`src/rtl/rr_mux_arb.sv`:
```
// NUM_CH-input, WIDTH-bit stream multiplexer with round-robin or forced-select
// arbitration and a single registered output stage (one word per cycle).
module rr_mux_arb #(
    parameter int WIDTH  = 4,
    parameter int NUM_CH = 4,
    parameter int SEL_W  = $clog2(NUM_CH)
) (
    input  logic                    clk,
    input  logic                    rst,
    input  logic [NUM_CH*WIDTH-1:0] in_data,
    input  logic [NUM_CH-1:0]       in_valid,
    output logic [NUM_CH-1:0]       in_ready,
    input  logic                    mode,
    input  logic [SEL_W-1:0]        sel,
    output logic [WIDTH-1:0]        out_data,
    output logic                    out_valid,
    input  logic                    out_ready,
    output logic [SEL_W-1:0]        out_ch
);

    logic [WIDTH-1:0] out_data_q, out_data_d;
    logic             out_valid_q, out_valid_d;
    logic [SEL_W-1:0] out_ch_q, out_ch_d;
    logic [SEL_W-1:0] rr_ptr_q, rr_ptr_d;
    logic [SEL_W-1:0] grant;
    logic             grant_valid;
    logic             load;
    logic             xfer;

    assign load = !out_valid_q || out_ready;
    assign xfer = !rst && load && grant_valid;

    always_comb begin
        int idx;
        grant       = '0;
        grant_valid = 1'b0;
        idx         = 0;
        if (mode) begin
            // Out-of-range sel matches no channel, so nothing is granted.
            for (int i = 0; i < NUM_CH; i++) begin
                if (sel == SEL_W'(i) && in_valid[i]) begin
                    grant       = SEL_W'(i);
                    grant_valid = 1'b1;
                end
            end
        end else begin
            // Scan farthest-first so the channel closest to rr_ptr wins last.
            for (int k = NUM_CH - 1; k >= 0; k--) begin
                idx = int'(rr_ptr_q) + k;
                if (idx >= NUM_CH) idx = idx - NUM_CH;
                if (in_valid[idx]) begin
                    grant       = SEL_W'(idx);
                    grant_valid = 1'b1;
                end
            end
        end
    end

    always_comb begin
        for (int i = 0; i < NUM_CH; i++) begin
            in_ready[i] = xfer && (grant == SEL_W'(i));
        end
    end

    always_comb begin
        out_data_d  = out_data_q;
        out_ch_d    = out_ch_q;
        out_valid_d = load ? 1'b0 : out_valid_q;
        rr_ptr_d    = rr_ptr_q;
        if (xfer) begin
            for (int i = 0; i < NUM_CH; i++) begin
                if (grant == SEL_W'(i)) out_data_d = in_data[i*WIDTH +: WIDTH];
            end
            out_ch_d    = grant;
            out_valid_d = 1'b1;
            rr_ptr_d    = (grant == SEL_W'(NUM_CH - 1)) ? '0 : grant + 1'b1;
        end
    end

    always_ff @(posedge clk) begin
        if (rst) begin
            out_data_q  <= '0;
            out_ch_q    <= '0;
            out_valid_q <= 1'b0;
            rr_ptr_q    <= '0;
        end else begin
            out_data_q  <= out_data_d;
            out_ch_q    <= out_ch_d;
            out_valid_q <= out_valid_d;
            rr_ptr_q    <= rr_ptr_d;
        end
    end

    assign out_data  = out_data_q;
    assign out_valid = out_valid_q;
    assign out_ch    = out_ch_q;

endmodule
```
`config.mk`:
```
export PLATFORM = sky130hd
export DESIGN_NAME = rr_mux_arb
export DESIGN_NICKNAME = d
export VERILOG_FILES = /design/src/rtl/rr_mux_arb.sv
export SDC_FILE = /design/constraint.sdc
export NUM_CORES = 1
export LEC_CHECK = 0
export ABC_AREA = 1
export BUFFER_PORTS_ARGS = -buffer_cell sky130_fd_sc_hd__buf_4
export CAP_MARGIN = 20
export CORE_MARGIN = 3
export CORE_UTILIZATION = 43
export CTS_CLUSTER_SIZE = 14
export DETAILED_ROUTE_END_ITERATION = 10
export GPL_ROUTABILITY_DRIVEN = 0
export PLACE_DENSITY = 0.8
export SLEW_MARGIN = 20
export SYNTH_ARGS = -nofsm -noshare
export SYNTH_HDL_FRONTEND = slang
export SYNTH_SLANG_ARGS = --single-unit
```
`constraint.sdc`:
```
create_clock -name clk -period 4.1 [get_ports clk]
set_input_delay 0.205 -clock clk [delete_from_list [all_inputs] [get_ports clk]]
set_output_delay 0.205 -clock clk [all_outputs]
set_load 0.005 [all_outputs]
```
Word-level counts from Yosys, hierarchy flattened. Index checks and enable logic that the tools add are counted.

Output and inout port bits: 11. Logic and storage cells: 88. Input port bits: 26. Register bits: 9.

Muxes and demuxes: 44. Equality and inequality tests: 6. Reduce and logical (&&, ||, !) cells: 18. Order comparisons: 8. $add $sub $neg: 8.

Operator list (number): $mux W32 (8); $lt A32 B4 Y1 const B (4); $mux W1 (20); $mux W2 (8); $mux W4 (4); $sub A3 B3 Y4 const B (3); $logic_and A1 B1 Y1 (10); $ge A3 B3 Y1 const B (3); $bmux W1 S2 (4); $eq A2 B2 Y1 const B (4); $add A2 B2 Y3 const B (2); $eq A2 B1 Y1 const B (2); $logic_not A2 Y1 (2); $reduce_bool A4 Y1 (1); $sub A2 B3 Y4 const B (1); $add A2 B1 Y3 const B (1); $ge A2 B3 Y1 const B (1); $add A2 B1 Y2 const B (1); $logic_not A1 Y1 (2); $reduce_and A2 Y1 (1); $reduce_bool A2 Y1 (1); $logic_or A1 B1 Y1 (1).

Logic depth before layout (Yosys ltp).
Word-level depth: 17. Gate-level depth with buffers: 20. Depth with buffers taken out: 19.

Least setup slack after synthesis. No wires, ideal clock.

Path kind: register to register. From: register rr_ptr_q[0]. To: register out_data_q[0], in the netlist out_data[0]. Buffers on the path: 2. Library setup time: 0.113 ns. Arrival time: 2.101 ns. Required time: 3.987 ns. Setup slack: 1.886 ns. Stages on the path, launching flop included: 17. Cells stage by stage: dfxtp_1 buf_6 nand2_1 o21ai_1 nand2_1 nand3_1 nand2_1 nand2_1 nand3_2 nand2_2 inv_1 ha_1 clkbuf_1 nor4_1 nor2_4 nor2_1 nor2_1.

Word-level cells in the longest chain between the ends: 16. Elaborated cells between the ends (all ways): 51.

Ends and longest elaborated chain: start: declaration (RTL line 24) `logic [SEL_W-1:0] rr_ptr_q, rr_ptr_d;`; start signal: assignment (RTL line 90) `rr_ptr_q <= rr_ptr_d;`; $add A2 B2 Y3 (RTL line 49) `idx = int'(rr_ptr_q) + k;`; $sub A3 B3 Y4 / $ge A3 B3 Y1 (equally long branches) (RTL line 50) `if (idx >= NUM_CH) idx = idx - NUM_CH;`; $mux W32 (RTL line 50); $mux W32 (RTL line 38) `if (mode) begin`; $bmux W1 S2 (RTL line 51) `if (in_valid[idx]) begin`; $mux W1 (not written as such) (2 in a row) (RTL line 51); $mux W2 (3 in a row) (RTL line 51); $mux W2 * (RTL line 51); $mux W2 * (RTL line 38); via grant[0] (RTL line 25) `logic [SEL_W-1:0] grant;`; $eq A2 B1 Y1 (RTL line 72) `if (grant == SEL_W'(i)) out_data_d = in_data[i*WIDTH +: WIDTH];`; $mux W4 (3 in a row) (RTL line 72); end signal: assignment (RTL line 87) `out_data_q <= out_data_d;`; end: declaration (RTL line 21) `logic [WIDTH-1:0] out_data_q, out_data_d;`.

The timed path passes the listed nets; every way through them passes the cells marked *. The select of a mux whose other input is x is not followed. A chain may end at the register's enable or synchronous reset.

Worst setup path after layout.
From: register rr_ptr_q[0]. To: register out_data_q[3], in the netlist out_data[3].

The elaborated chain is that of the path after synthesis.

==> metrics.yaml <==
hold_violations: 0
p_int_mw: 0.219
grt_max_degree: 14
clockBufferDepth: 2
syn_nets: 170
dp_cells: 198
ant_nets: 0
hp-class: "in2reg"
outcome: "finished clean"
cts_sinks: 9
overflow: 0
busiest_layer: "met2"
cts_setup_buffers: 0
synth_area_um2: 872
synth_edf_count: 0
fin_skew_ns: 0.000177
synthCells: 140
drt-initial-drc-count: 18
worstSetupPathType: "reg2reg"
grt_util_met3_pct: 4.08
io_buffers: 36
finalSetupTns_ns: 0
instances_no_fill: 202
antenna_cells: 0
hold_depth: 4
synth_area_leaders: "dfxtp_1, nand2_1, nor2_1, inv_1, ha_1"
cts.clk_slew.worst_paths_ns: 0.06
final_layout_size_suffix_gt1_share_pct: 33.9
worstMarginPinSlew_ns: 0.509
clk_latency_ns: 0.26
cts_buffers: 3
grt_pass1_vias: 927
cts_tree: "done"
pwr-share-clk_pct: 19.2
die_w_um: 51.0
maxSlewViolCount: 0
finalInstanceArea_mm2: 0.00117
fillerInstances: 172
synth-async-reset-ratio_pct: 0
cts_hold_buf: 0
via_per_inst: 4.98
yosysMostFrequentCell: "nand2_1"
peakVddDrop_uv: 171
num_vias: 1006
ys_seq_area_share_pct: 20.7
required_ns: 4.26
dieArea_mm2: 0.00260
synth_area_leader_cell: "dfxtp_1"
synth-seq-cells: 9
grt_usage_pct: 18.4
max-cap-violations: 0
core_mm2: 0.00182
synthMuxAreaShare_pct: 0
drc: 0
synth_xor_area_share_pct: 0
rrSetupSlack_ns: 1.40
row_count: 15
place_area_mm2: 0.00114
wl_mm: 2.21
synth_top_family_by_area: "simple AND/OR/NAND/NOR gates"
slew_headroom_pct: 66.0
grt_pass1_wl_mm: 3.74
setup_viol: 0
yosysWarnings: 0
p_sw_share_pct: 39.4
synth_adder_area_share_pct: 5.74
cp_max_fo: 13
area_growth_syn_to_layout_pct: 34.1
rsz0062_at_grt: "false"
syn_avg_cell_area_um2: 6.23
dr.pass1.iters: 4
fin_crit_ns: 2.70
max_freq_ghz: 0.370
htree_levels: 1
yosysTopAreaCellShare_pct: 20.7
worstPathArrival_ns: 2.86
cellLeakagePower_nw: 0.616
postCtsResizedCells: 0
final_nets: 208
antenna_found_initial: 0
place_hpwl_mm: 1.83
endpoint_kind: "flop"
grt_util_met2_pct: 33.7
pwr-share-seq_pct: 30.7
rr_worst_depth: 16
synth-main-ff-cell: "dfxtp_1"
start_util_pct: 47.9
grt_use_met1_pct: 19.8
synth_simple_gate_area_share_pct: 48.6
ys_types: 26
wl_per_cell_um: 10.9
start_kind: "flop"
synth_common_cells: "nand2_1, nor2_1, inv_1"
powerDensity_mw_per_mm2: 309
switchingPower_mw: 0.143
io_pins: 37
period_share_pct: 66.0
die_y_um: 51.0
combPwrFrac_pct: 50.1
clockRootBuffer: "clkbuf_4"
synth_compound_area_share_pct: 13.3
per-stage QoR:
step           hold slack (ns)  setup WS (ns)  total power, mW  utilization (%)
2_1_floorplan            0.381           1.89            0.235                -
3_3_place_gp             0.469           1.49            0.290             62.8
3_5_place_dp             0.480           1.46            0.292             62.8
4_1_cts                  0.210           1.41            0.363             64.3
5_1_grt                  0.222           1.11            0.394             64.3
6_report                 0.209           1.40            0.362             64.3
area by class of cell:
| type | instances | area (um^2) | area share [%] |
|---|---|---|---|
| Multi-Input combinational cell | 109 | 591 | 50.5 |
| Inverter | 19 | 71.3 | 6.10 |
| Sequential cell | 9 | 180 | 15.4 |
| Tap cell | 25 | 31.3 | 2.67 |
| Clock buffer | 4 | 26.3 | 2.25 |
| Timing Repair Buffer | 36 | 270 | 23.1 |
flip-flops by register name, indices dropped and copies added (netlist names):
register and cells:
out_ch 2, out_valid 1, rr_ptr_q 2, out_data 4
power groups by stage:
stage / Combinational, mW / Clock (mW) / Sequential, mW
after floorplan: 0.125 / 0 / 0.110
after detailed placement: 0.179 / 0 / 0.113
after global placement: 0.177 / 0 / 0.113
after global routing: 0.204 / 0.0771 / 0.113
after CTS: 0.181 / 0.0708 / 0.111
final: 0.181 / 0.0693 / 0.111
critical path, stage by stage, from the launching register on:
cell and delay, ns:
dfxtp_1 0.64, inv_1 0.15, nand2_1 0.10, nand2_2 0.06, inv_2 0.05, nand2_1 0.06, nand3_1 0.11, nand2_1 0.06
nand2_1 0.06, nand3_2 0.07, nand2_2 0.12, inv_1 0.07, ha_1 0.28, nor4_1 0.46, nor2_4 0.12, nor2_1 0.12
nor2_1 0.06
worst paths after layout:
check | from | to
min reg2reg | out_data[1]$_SDFFE_PP0P_ | out_data[1]$_SDFFE_PP0P_
min | out_ready | out_valid$_SDFFE_PP0P_
max reg2reg | rr_ptr_q[0]$_SDFFE_PP0P_ | out_data[3]$_SDFFE_PP0P_
max | rr_ptr_q[0]$_SDFFE_PP0P_ | out_data[3]$_SDFFE_PP0P_
cell usage in the layout, fill, tap and decap left out, drive strengths merged:
cell type,instances
nand3,14
clkbuf,4
buf,36
o211a,2
clkinv,1
o21ai,10
nor3,3
nor4,1
nor2,25
a21boi,1
a21oi,2
ha,4
dfxtp,9
nand2,45
inv,18
a221oi,2
cell families (layout without fill, tap and decap cells):
kind of cell	after synthesis	count (layout)
flip-flops	9	9
adder cells (fa/ha/maj)	4	4
AO/OA/AOI/OAI	17	17
buffers and inverters	22	59
AND/OR/NAND/NOR	88	88
layer usage:
layer  part of all wire (%)  up-vias
li1                       -      522
met1                     43      441
met2                     49       37
met3                    5.8        6
met4                    2.2        0
met5                      0        -
Note: power is estimated with default switching activity, not from simulation.
